$ cat config.mk
export PLATFORM = sky130hd
export DESIGN_NAME = lbp_histogram
export DESIGN_NICKNAME = d
export VERILOG_FILES = /design/src/rtl/lbp_pkg.sv /design/src/rtl/lbp_sync_fifo.sv /design/src/rtl/lbp_histogram.sv
export SDC_FILE = /design/constraint.sdc
export NUM_CORES = 1
export LEC_CHECK = 0
export CELL_PAD_IN_SITES_DETAIL_PLACEMENT = 0
export CELL_PAD_IN_SITES_GLOBAL_PLACEMENT = 1
export CORE_UTILIZATION = 49
export DETAILED_ROUTE_END_ITERATION = 12
export HOLD_SLACK_MARGIN = 0.08
export PLACE_DENSITY = 0.84
export SYNTH_ARGS = -nofsm -noshare
export SYNTH_HDL_FRONTEND = slang
export SYNTH_SLANG_ARGS = --single-unit
$ cat constraint.sdc
create_clock -name clk -period 12.05 [get_ports clk]
set_input_delay 1.8075 -clock clk [delete_from_list [all_inputs] [get_ports clk]]
set_output_delay 1.8075 -clock clk [all_outputs]
set_load 0.01 [all_outputs]
$ cat src/rtl/lbp_pkg.sv
// Shared constants, state encoding and the border test for the LBP pipeline.
package lbp_pkg;

    localparam int IMG_W  = 128;
    localparam int BIN_N  = 256;
    localparam int LBP_W  = 8;
    localparam int ADDR_W = 14;
    localparam int ROW_W  = 7;

    typedef enum logic [2:0] {
        ST_IDLE     = 3'd0,
        ST_RD       = 3'd1,
        ST_WR       = 3'd2,
        ST_DUMP_RD  = 3'd3,
        ST_DUMP_OUT = 3'd4,
        ST_DONE     = 3'd5
    } state_t;

    // A pixel address is {row, col}; the outermost ring of the image has no valid LBP code.
    function automatic logic is_border(input logic [ADDR_W-1:0] addr);
        logic [ROW_W-1:0] row;
        logic [ROW_W-1:0] col;
        row = addr[ADDR_W-1:ROW_W];
        col = addr[ROW_W-1:0];
        return (row == ROW_W'(0)) || (row == ROW_W'(IMG_W - 1)) ||
               (col == ROW_W'(0)) || (col == ROW_W'(IMG_W - 1));
    endfunction

endpackage

$ cat src/rtl/lbp_sync_fifo.sv
// Small first-word-fall-through FIFO; dout shows the oldest entry whenever not empty.
module lbp_sync_fifo #(
    parameter int WIDTH = 8,
    parameter int DEPTH = 4
) (
    input  logic             clk,
    input  logic             reset,
    input  logic             push,
    input  logic             pop,
    input  logic [WIDTH-1:0] din,
    output logic             full,
    output logic             empty,
    output logic [WIDTH-1:0] dout
);

    localparam int PTR_W = (DEPTH > 1) ? $clog2(DEPTH) : 1;

    logic [WIDTH-1:0] mem_r [DEPTH];
    logic [PTR_W-1:0] wr_ptr_r;
    logic [PTR_W-1:0] rd_ptr_r;
    logic [PTR_W:0]   count_r;
    logic             do_push;
    logic             do_pop;

    assign full    = (count_r == (PTR_W + 1)'(DEPTH));
    assign empty   = (count_r == (PTR_W + 1)'(0));
    assign do_push = push && !full;
    assign do_pop  = pop && !empty;
    assign dout    = mem_r[rd_ptr_r];

    // Storage write; contents need no reset because occupancy is tracked separately.
    always_ff @(posedge clk) begin
        if (do_push) begin
            mem_r[wr_ptr_r] <= din;
        end
    end

    // Pointers wrap naturally since DEPTH is a power of two.
    always_ff @(posedge clk or posedge reset) begin
        if (reset) begin
            wr_ptr_r <= '0;
            rd_ptr_r <= '0;
            count_r  <= '0;
        end else begin
            if (do_push) begin
                wr_ptr_r <= wr_ptr_r + PTR_W'(1);
            end
            if (do_pop) begin
                rd_ptr_r <= rd_ptr_r + PTR_W'(1);
            end
            case ({do_push, do_pop})
                2'b10:   count_r <= count_r + (PTR_W + 1)'(1);
                2'b01:   count_r <= count_r - (PTR_W + 1)'(1);
                default: count_r <= count_r;
            endcase
        end
    end

endmodule

$ cat src/rtl/lbp_histogram.sv
// 256-bin LBP code histogram kept in an external single-port SRAM, with a touched-bit
// array standing in for a clear pass, followed by an in-order valid/ready bin dump.
module lbp_histogram
    import lbp_pkg::*;
#(
    parameter int CNT_W      = 14,
    parameter int FIFO_DEPTH = 4
) (
    input  logic              clk,
    input  logic              reset,
    input  logic              lbp_valid,
    input  logic [ADDR_W-1:0] lbp_addr,
    input  logic [LBP_W-1:0]  lbp_data,
    input  logic              lbp_finish,
    output logic              mem_en,
    output logic              mem_we,
    output logic [LBP_W-1:0]  mem_addr,
    output logic [CNT_W-1:0]  mem_wdata,
    input  logic [CNT_W-1:0]  mem_rdata,
    output logic              hist_valid,
    output logic [LBP_W-1:0]  hist_bin,
    output logic [CNT_W-1:0]  hist_count,
    input  logic              hist_ready,
    output logic              done,
    output logic              overflow
);

    localparam logic [CNT_W-1:0] CNT_MAX  = {CNT_W{1'b1}};
    localparam logic [LBP_W-1:0] LAST_BIN = LBP_W'(BIN_N - 1);

    state_t            state_r;
    state_t            state_next;
    logic [LBP_W-1:0]  bin_r;
    logic [BIN_N-1:0]  touched_r;
    logic              finish_prev_r;
    logic              finish_armed_r;

    logic              fifo_push;
    logic              fifo_pop;
    logic              fifo_full;
    logic              fifo_empty;
    logic [LBP_W-1:0]  fifo_dout;

    logic              sample_ok;
    logic              dump_start;
    logic              late;
    logic [CNT_W-1:0]  base;
    logic              saturate;
    logic [CNT_W-1:0]  wr_value;
    logic              beat_accept;

    // A sample arriving on the very cycle the dump is launched would be stranded in the
    // FIFO, so it is treated exactly like one arriving during the dump.
    assign sample_ok   = lbp_valid && !is_border(lbp_addr);
    assign dump_start  = (state_r == ST_IDLE) && fifo_empty && finish_armed_r;
    assign late        = (state_r == ST_DUMP_RD) || (state_r == ST_DUMP_OUT) ||
                         (state_r == ST_DONE) || dump_start;
    assign fifo_push   = sample_ok && !late && !fifo_full;
    assign base        = touched_r[bin_r] ? mem_rdata : {CNT_W{1'b0}};
    assign saturate    = (base == CNT_MAX);
    assign wr_value    = saturate ? base : base + CNT_W'(1);
    assign beat_accept = (state_r == ST_DUMP_OUT) && hist_valid && hist_ready;

    lbp_sync_fifo #(
        .WIDTH(LBP_W),
        .DEPTH(FIFO_DEPTH)
    ) u_fifo (
        .clk  (clk),
        .reset(reset),
        .push (fifo_push),
        .pop  (fifo_pop),
        .din  (lbp_data),
        .full (fifo_full),
        .empty(fifo_empty),
        .dout (fifo_dout)
    );

    // State register.
    always_ff @(posedge clk or posedge reset) begin
        if (reset) begin
            state_r <= ST_IDLE;
        end else begin
            state_r <= state_next;
        end
    end

    // Next-state logic, FIFO pop and SRAM strobes.
    always_comb begin
        state_next = state_r;
        fifo_pop   = 1'b0;
        mem_en     = 1'b0;
        mem_we     = 1'b0;
        mem_addr   = {LBP_W{1'b0}};
        mem_wdata  = {CNT_W{1'b0}};
        case (state_r)
            ST_IDLE: begin
                if (!fifo_empty) begin
                    fifo_pop   = 1'b1;
                    state_next = ST_RD;
                end else if (finish_armed_r) begin
                    state_next = ST_DUMP_RD;
                end else begin
                    state_next = ST_IDLE;
                end
            end
            ST_RD: begin
                mem_en     = 1'b1;
                mem_addr   = bin_r;
                state_next = ST_WR;
            end
            ST_WR: begin
                mem_en     = 1'b1;
                mem_we     = 1'b1;
                mem_addr   = bin_r;
                mem_wdata  = wr_value;
                state_next = ST_IDLE;
            end
            ST_DUMP_RD: begin
                mem_en     = 1'b1;
                mem_addr   = bin_r;
                state_next = ST_DUMP_OUT;
            end
            ST_DUMP_OUT: begin
                if (beat_accept) begin
                    state_next = (bin_r == LAST_BIN) ? ST_DONE : ST_DUMP_RD;
                end else begin
                    state_next = ST_DUMP_OUT;
                end
            end
            ST_DONE: begin
                state_next = ST_DONE;
            end
            default: begin
                state_next = ST_IDLE;
            end
        endcase
    end

    // Rising edge of the finish level arms the dump.
    always_ff @(posedge clk or posedge reset) begin
        if (reset) begin
            finish_prev_r  <= 1'b0;
            finish_armed_r <= 1'b0;
        end else begin
            finish_prev_r <= lbp_finish;
            if (lbp_finish && !finish_prev_r) begin
                finish_armed_r <= 1'b1;
            end
        end
    end

    // Current bin: the popped code while counting, the dump index while dumping.
    always_ff @(posedge clk or posedge reset) begin
        if (reset) begin
            bin_r <= {LBP_W{1'b0}};
        end else if ((state_r == ST_IDLE) && !fifo_empty) begin
            bin_r <= fifo_dout;
        end else if (dump_start) begin
            bin_r <= {LBP_W{1'b0}};
        end else if (beat_accept && (bin_r != LAST_BIN)) begin
            bin_r <= bin_r + LBP_W'(1);
        end
    end

    // Touched bits: set on first write of a bin, cleared once the bin has been delivered.
    always_ff @(posedge clk or posedge reset) begin
        if (reset) begin
            touched_r <= {BIN_N{1'b0}};
        end else if (state_r == ST_WR) begin
            touched_r[bin_r] <= 1'b1;
        end else if (beat_accept) begin
            touched_r[bin_r] <= 1'b0;
        end
    end

    // Output beat register: load once per bin, hold until accepted.
    always_ff @(posedge clk or posedge reset) begin
        if (reset) begin
            hist_valid <= 1'b0;
            hist_bin   <= {LBP_W{1'b0}};
            hist_count <= {CNT_W{1'b0}};
        end else if (state_r == ST_DUMP_OUT) begin
            if (!hist_valid) begin
                hist_valid <= 1'b1;
                hist_bin   <= bin_r;
                hist_count <= touched_r[bin_r] ? mem_rdata : {CNT_W{1'b0}};
            end else if (hist_ready) begin
                hist_valid <= 1'b0;
            end
        end
    end

    // Sticky status flags.
    always_ff @(posedge clk or posedge reset) begin
        if (reset) begin
            overflow <= 1'b0;
            done     <= 1'b0;
        end else begin
            if ((sample_ok && (late || fifo_full)) || ((state_r == ST_WR) && saturate)) begin
                overflow <= 1'b1;
            end
            if (beat_accept && (bin_r == LAST_BIN)) begin
                done <= 1'b1;
            end
        end
    end

endmodule

* Word-level counts from Yosys, hierarchy flattened *
Memories as Yosys holds them, arrays and structs flattened.
Cells that the tools add are included.

storage, ports and cells
  flip-flop bits (word level) = 301
  RAM bits = 32
  input bits = 41
  output and inout bits = 49
  logic and storage cells = 104
  memories = 1

operators by class
  add/subtract/negate cells = 6
  $lt $le $gt $ge = 2
  equal/unequal tests = 13
  mux-type cells = 27
  bitwise logic cells = 4
  reductions and logical operators = 38

memories
  memory        words  width  rd ports  clocked after Yosys merged registers in  wr ports  RTL line             RTL
  u_fifo.mem_r  4      8      1         0                                        1         lbp_sync_fifo.sv:18  logic [WIDTH-1:0] mem_r [DEPTH];

operator list
  cell                                                                           number
  256-bit two-way mux                                                            2
  256-bit AND                                                                    1
  256-bit inverter                                                               1
  256-bit bitwise OR                                                             1
  14-bit two-way mux                                                             3
  8-bit two-way mux                                                              4
  1-bit logical AND                                                              16
  3-bit one-hot mux with 5 select lines                                          1
  14-bit by 1-bit adder with 14-bit output (second input constant)               1
  14-bit equality test (second input constant)                                   1
  7-bit equality test (second input constant)                                    2
  7-bit logical NOT                                                              2
  1-bit two-way mux                                                              10
  3-bit equality test (second input constant)                                    3
  8-bit by 9-bit less-than comparator with 1-bit output (second input constant)  1
  8-bit by 1-bit adder with 8-bit output (second input constant)                 1
  1-bit binary-select mux with 8-bit select                                      1
  1-bit demux with 8-bit select                                                  1
  8-bit equality test (second input constant)                                    1
  8-bit by 1-bit >= comparator with 1-bit output (second input constant)         1
  1-bit logical OR                                                               8
  8-bit inequality test (second input constant)                                  1
  3-bit by 2-bit equality test with 1-bit output (second input constant)         2
  3-bit logical NOT                                                              2
  15 further kinds                                                               23

* Longest topological paths before layout *
  depth after elaboration = 11
  gate-level depth with buffers = 16

* By module *
A second synthesis with hierarchy kept.

second synthesis, totals
  cells, all modules = 1439
  area, all modules = 16922.5 um^2

by module, submodules not included
  module         times used  cells an instance  area an instance (um^2)  sequential area each (um^2)
  lbp_histogram  1           1359               15325.9                  7357.1
  lbp_sync_fifo  1           80                 1596.5                   1136.1

* Least setup slack after synthesis *
OpenSTA, ideal clock, no wires.

  kind = register to output
  start = register bin_r[1]
  end = output port mem_wdata[11]
  arrival time = 3.679 ns
  setup slack = 6.563 ns
  cell stages (with the launch flop) = 16
  path buffers = 2
  cell sequence = dfrtp_1 > buf_2 > buf_4 > mux4_2 > mux4_2 > a22oi_1 > nand2_1 > a2111o_1 > and3_1 > ha_1 > nand3_1 > nor3_1 > nor3_1 > and4_1 > xnor2_1 > nor2_1

between the ends
  word-level cells in the longest chain between the ends = 6
  elaborated cells between the ends (all ways) = 7
  classes of those cells = 1 x add/sub; 1 x eq/ne; 5 x mux

ends and longest elaborated chain
  what                                                                              RTL line                                  RTL
  start, declared                                                                   lbp_histogram.sv:33                       logic [LBP_W-1:0] bin_r;
  start signal, assigned                                                            lbp_histogram.sv:155                      bin_r <= {LBP_W{1'b0}};
  start signal, assigned                                                            lbp_histogram.sv:157                      bin_r <= fifo_dout;
  start signal, assigned                                                            lbp_histogram.sv:159                      bin_r <= {LBP_W{1'b0}};
  1-bit binary-select mux with 8-bit select (*)                                     lbp_histogram.sv:59                       assign base = touched_r[bin_r] ? mem_rdata : {CNT_W{1'b0}};
  1-bit two-way mux (not written as such) (*)                                       lbp_histogram.sv:59
  14-bit two-way mux (*)                                                            lbp_histogram.sv:59
  named net base[0]                                                                 lbp_histogram.sv:47                       logic [CNT_W-1:0] base;
  14-bit by 1-bit adder with 14-bit output or 14-bit equality test (tied branches)  lbp_histogram.sv:61, lbp_histogram.sv:60
  14-bit two-way mux (*)                                                            lbp_histogram.sv:61                       assign wr_value = saturate ? base : base + CNT_W'(1);
  14-bit two-way mux (*)                                                            lbp_histogram.sv:95                       case (state_r)
  end, declared                                                                     lbp_histogram.sv:18                       output logic [CNT_W-1:0] mem_wdata,

Mark *: on every way through the listed nets, which the timed path passes. The rest lies on a longest branch. The select of a mux whose other input is x is not followed.

* Worst setup path in the final report *
Ends and elaborated chain as after synthesis.

==> flow_summary.json <==
{
  "period_needed_ns": 7.74,
  "cp_cell_sequence": "buf_4 > mux4_2 > mux2_2 > a22o_1 > nor3_1 > o2111ai_1 > and3_1 > ha_1 > nand3_1 > nor3_1 > nor3_1 > and4_1 > xnor2_1 > nor2_1 > clkdlybuf4s50_1",
  "num_vias": 11600,
  "grt_pass1_wl_mm": 67.8,
  "synth_ff_type": "dfrtp_1",
  "place_congestion": 0.847,
  "grtUsageTotal_pct": 25.8,
  "postRouteAntennaNets": 0,
  "crit_type": "flop to primary output",
  "slew-limit-headroom_pct": 15.9,
  "reg2reg_slack_ns": 7.37,
  "fp-row-count": 66,
  "die_area_um2": 34500,
  "cts-root-buf": "clkbuf_16",
  "finish.utilization_pct": 57.6,
  "grt_max_degree": 105,
  "core-area_um2": 32900,
  "async_reset_ff_share_pct": 90.4,
  "drt_pass1_iterations": 5,
  "ir_drop_mv": 0.131,
  "cts_tree": "yes",
  "p_per_area_nw_per_um2": 194,
  "reg2reg_depth": 12,
  "synthCells": 1424,
  "hold_viol": 0,
  "critical_path_arrival_ns": 5.94,
  "fin_skew_ns": 0.0242,
  "end_kind": "primary output",
  "yosysSeqAreaShare_pct": 51.3,
  "synth-seq-cells": 333,
  "cpPeakStageDelay_ns": 0.80,
  "drive_gt1_share_pct": 23.0,
  "power_uw": 3670,
  "cts-htree-levels": 2,
  "critPathMaxFanout": 43,
  "wl_mm": 42.4,
  "slew_violations": 0,
  "drc": 0,
  "syn-num-nets": 1476,
  "io_buffers": 89,
  "setup_viol": 0,
  "synth_edf_count": 32,
  "crit_top_cell": "nor3_1",
  "finalWorstSetupSlack_ns": 4.31,
  "clk_latency_ns": 0.54,
  "avgRoutedWirePerCell_um": 22.0,
  "critPathRequiredTime_ns": 10.24,
  "pre_cts_ws_ns": 4.85,
  "hpwl_mm": 27.0,
  "initial_core_util_pct": 50.3,
  "die_x_um": 186,
  "post_synth_num_cell_types": 51,
  "grt_pass1_vias": 11800,
  "grt-ovfl-total": 0,
  "antenna_found_initial": 0,
  "slowest_stage": "dfrtp_4",
  "cts_buffers": 37,
  "post_cts_resized": 0,
  "diodes": 0,
  "fin_nets": 1510,
  "areaGrowthSynthToFinish_pct": 14.3,
  "viasPerCell": 6.01,
  "p_leak_uw": 0.00809,
  "fmax_mhz": 129,
  "yosys_warnings": 0,
  "start_kind": "flop",
  "fill_cells": 2753,
  "clockBufferDepth": 3,
  "max_cap_violations": 0,
  "die_h_um": 186,
  "cts_setup_buffers": 0,
  "dp_cells": 1861,
  "worst_pin_slew_ns": 1.26,
  "holdBufCountCts": 0,
  "final_cells": 1927,
  "worstHoldPathType": "flop to flop",
  "finalCritPeriodShare_pct": 64.3,
  "min_path_cells": 2,
  "netlist_area_um2": 16500,
  "rsz0062_at_grt": "false",
  "ioPinCount": 90,
  "drt_iter0_drc": 761,
  "cts_sinks": 333,
  "fin_tns_setup_ns": 0,
  "syn_area_per_cell_um2": 11.6,
  "clkTransAtPathRegs_ns": 0.06,
  "status": "completed"
}
==> per-stage QoR <==
step | area [µm²] | hold WS [ns]
3_5_place_dp | 17700 | 0.463
2_1_floorplan | 16500 | 0.444
3_3_place_gp | 17700 | 0.459
4_1_cts | 18900 | 0.479
6_report | 18900 | 0.479
5_1_grt | 18900 | 0.506
==> worst max-delay path, delay by kind of cell, from the launching register on <==
kind / cells / cell delay, ns
fa+ha+maj: 1 / 0.25
simple gates: 7 / 1.58
compound gates: 2 / 0.56
mux: 2 / 0.87
flops: 1 / 0.80
buf+inv: 2 / 1.26
xor+xnor: 1 / 0.06
==> report_power, final <==
group          internal [µW]  switching [µW]
clock network            681             461
logic                    426             669
registers               1250             182
total                   2360            1310
==> cells in the mapped netlist, types with 10 or more instances <==
cell / number / share of area [%]
ha_1: 10 / 0.76
nand2_1: 260 / 5.9
nand3_1: 25 / 0.76
a22oi_1: 10 / 0.45
dfrtp_1: 301 / 46
mux2i_1: 21 / 1.3
mux2_2: 181 / 12
nand4_1: 13 / 0.49
a22o_1: 14 / 0.74
nor2_1: 39 / 0.88
o31ai_1: 71 / 3.2
and2_1: 25 / 0.95
a21oi_1: 22 / 0.67
mux4_2: 69 / 9.4
edfxtp_1: 32 / 5.8
inv_1: 14 / 0.32
nor3_1: 24 / 0.73
o21ai_0: 95 / 2.9
clkbuf_1: 92 / 2.1
==> path summary, 6_finish.rpt <==
kind	end	startpoint
worst max register to register	overflow	bin_r[1]
worst max-delay path	mem_wdata[11]	bin_r[1]
worst min-delay path	hist_bin[6]	hist_bin[6]
min in group asynchronous	finish_prev_r	reset
worst min register to register	hist_bin[6]	hist_bin[6]
max in group asynchronous	async pin	reset
==> routing by layer <==
| metal | GRT usage (%) | vias to the layer above | wire [µm] |
|---|---|---|---|
| li1 | - | 5241 | - |
| met4 | 7.15 | 0 | 1000 |
| met5 | 0 | - | 0 |
| met3 | 4.72 | 67 | 2380 |
| met1 | 35.4 | 5954 | 18500 |
| met2 | 42.0 | 311 | 20600 |
==> kinds of logic after synthesis <==
| family | Yosys count | synth area share, % |
|---|---|---|
| DFF | 333 | 51.3 |
| adders and majority gates | 11 | 0.877 |
| and+or+nand+nor | 424 | 11.2 |
| xor gates and xnor gates | 14 | 0.741 |
| buffers and inverters | 131 | 3.24 |
| muxes | 275 | 23.3 |
| AOI/OAI and AO/OA | 236 | 9.22 |
==> final cells by class <==
class | count | area (µm²) | share of cell area, %
Sequential cell | 333 | 8500 | 44.9
Clock inverter | 17 | 170 | 0.900
Inverter | 16 | 70.1 | 0.370
Multi-Input combinational cell | 960 | 7520 | 39.8
Clock buffer | 49 | 1050 | 5.57
Tap cell | 442 | 553 | 2.92
Timing Repair Buffer | 110 | 1050 | 5.54
==> layout by cell type, fill, tap and decap left out, drive strengths merged, types with 8 or more instances in the layout <==
cell type,instances
a21oi,22
a22o,14
a22oi,10
and2,25
buf,21
clkbuf,49
clkdlybuf4s50,89
clkinv,11
dfrtp,301
edfxtp,32
ha,10
inv,17
mux2,184
mux2i,21
mux4,70
nand2,260
nand2b,8
nand3,25
nand4,13
nor2,39
nor3,24
o21ai,95
o31ai,71
Note: power is estimated with default switching activity, not from simulation.
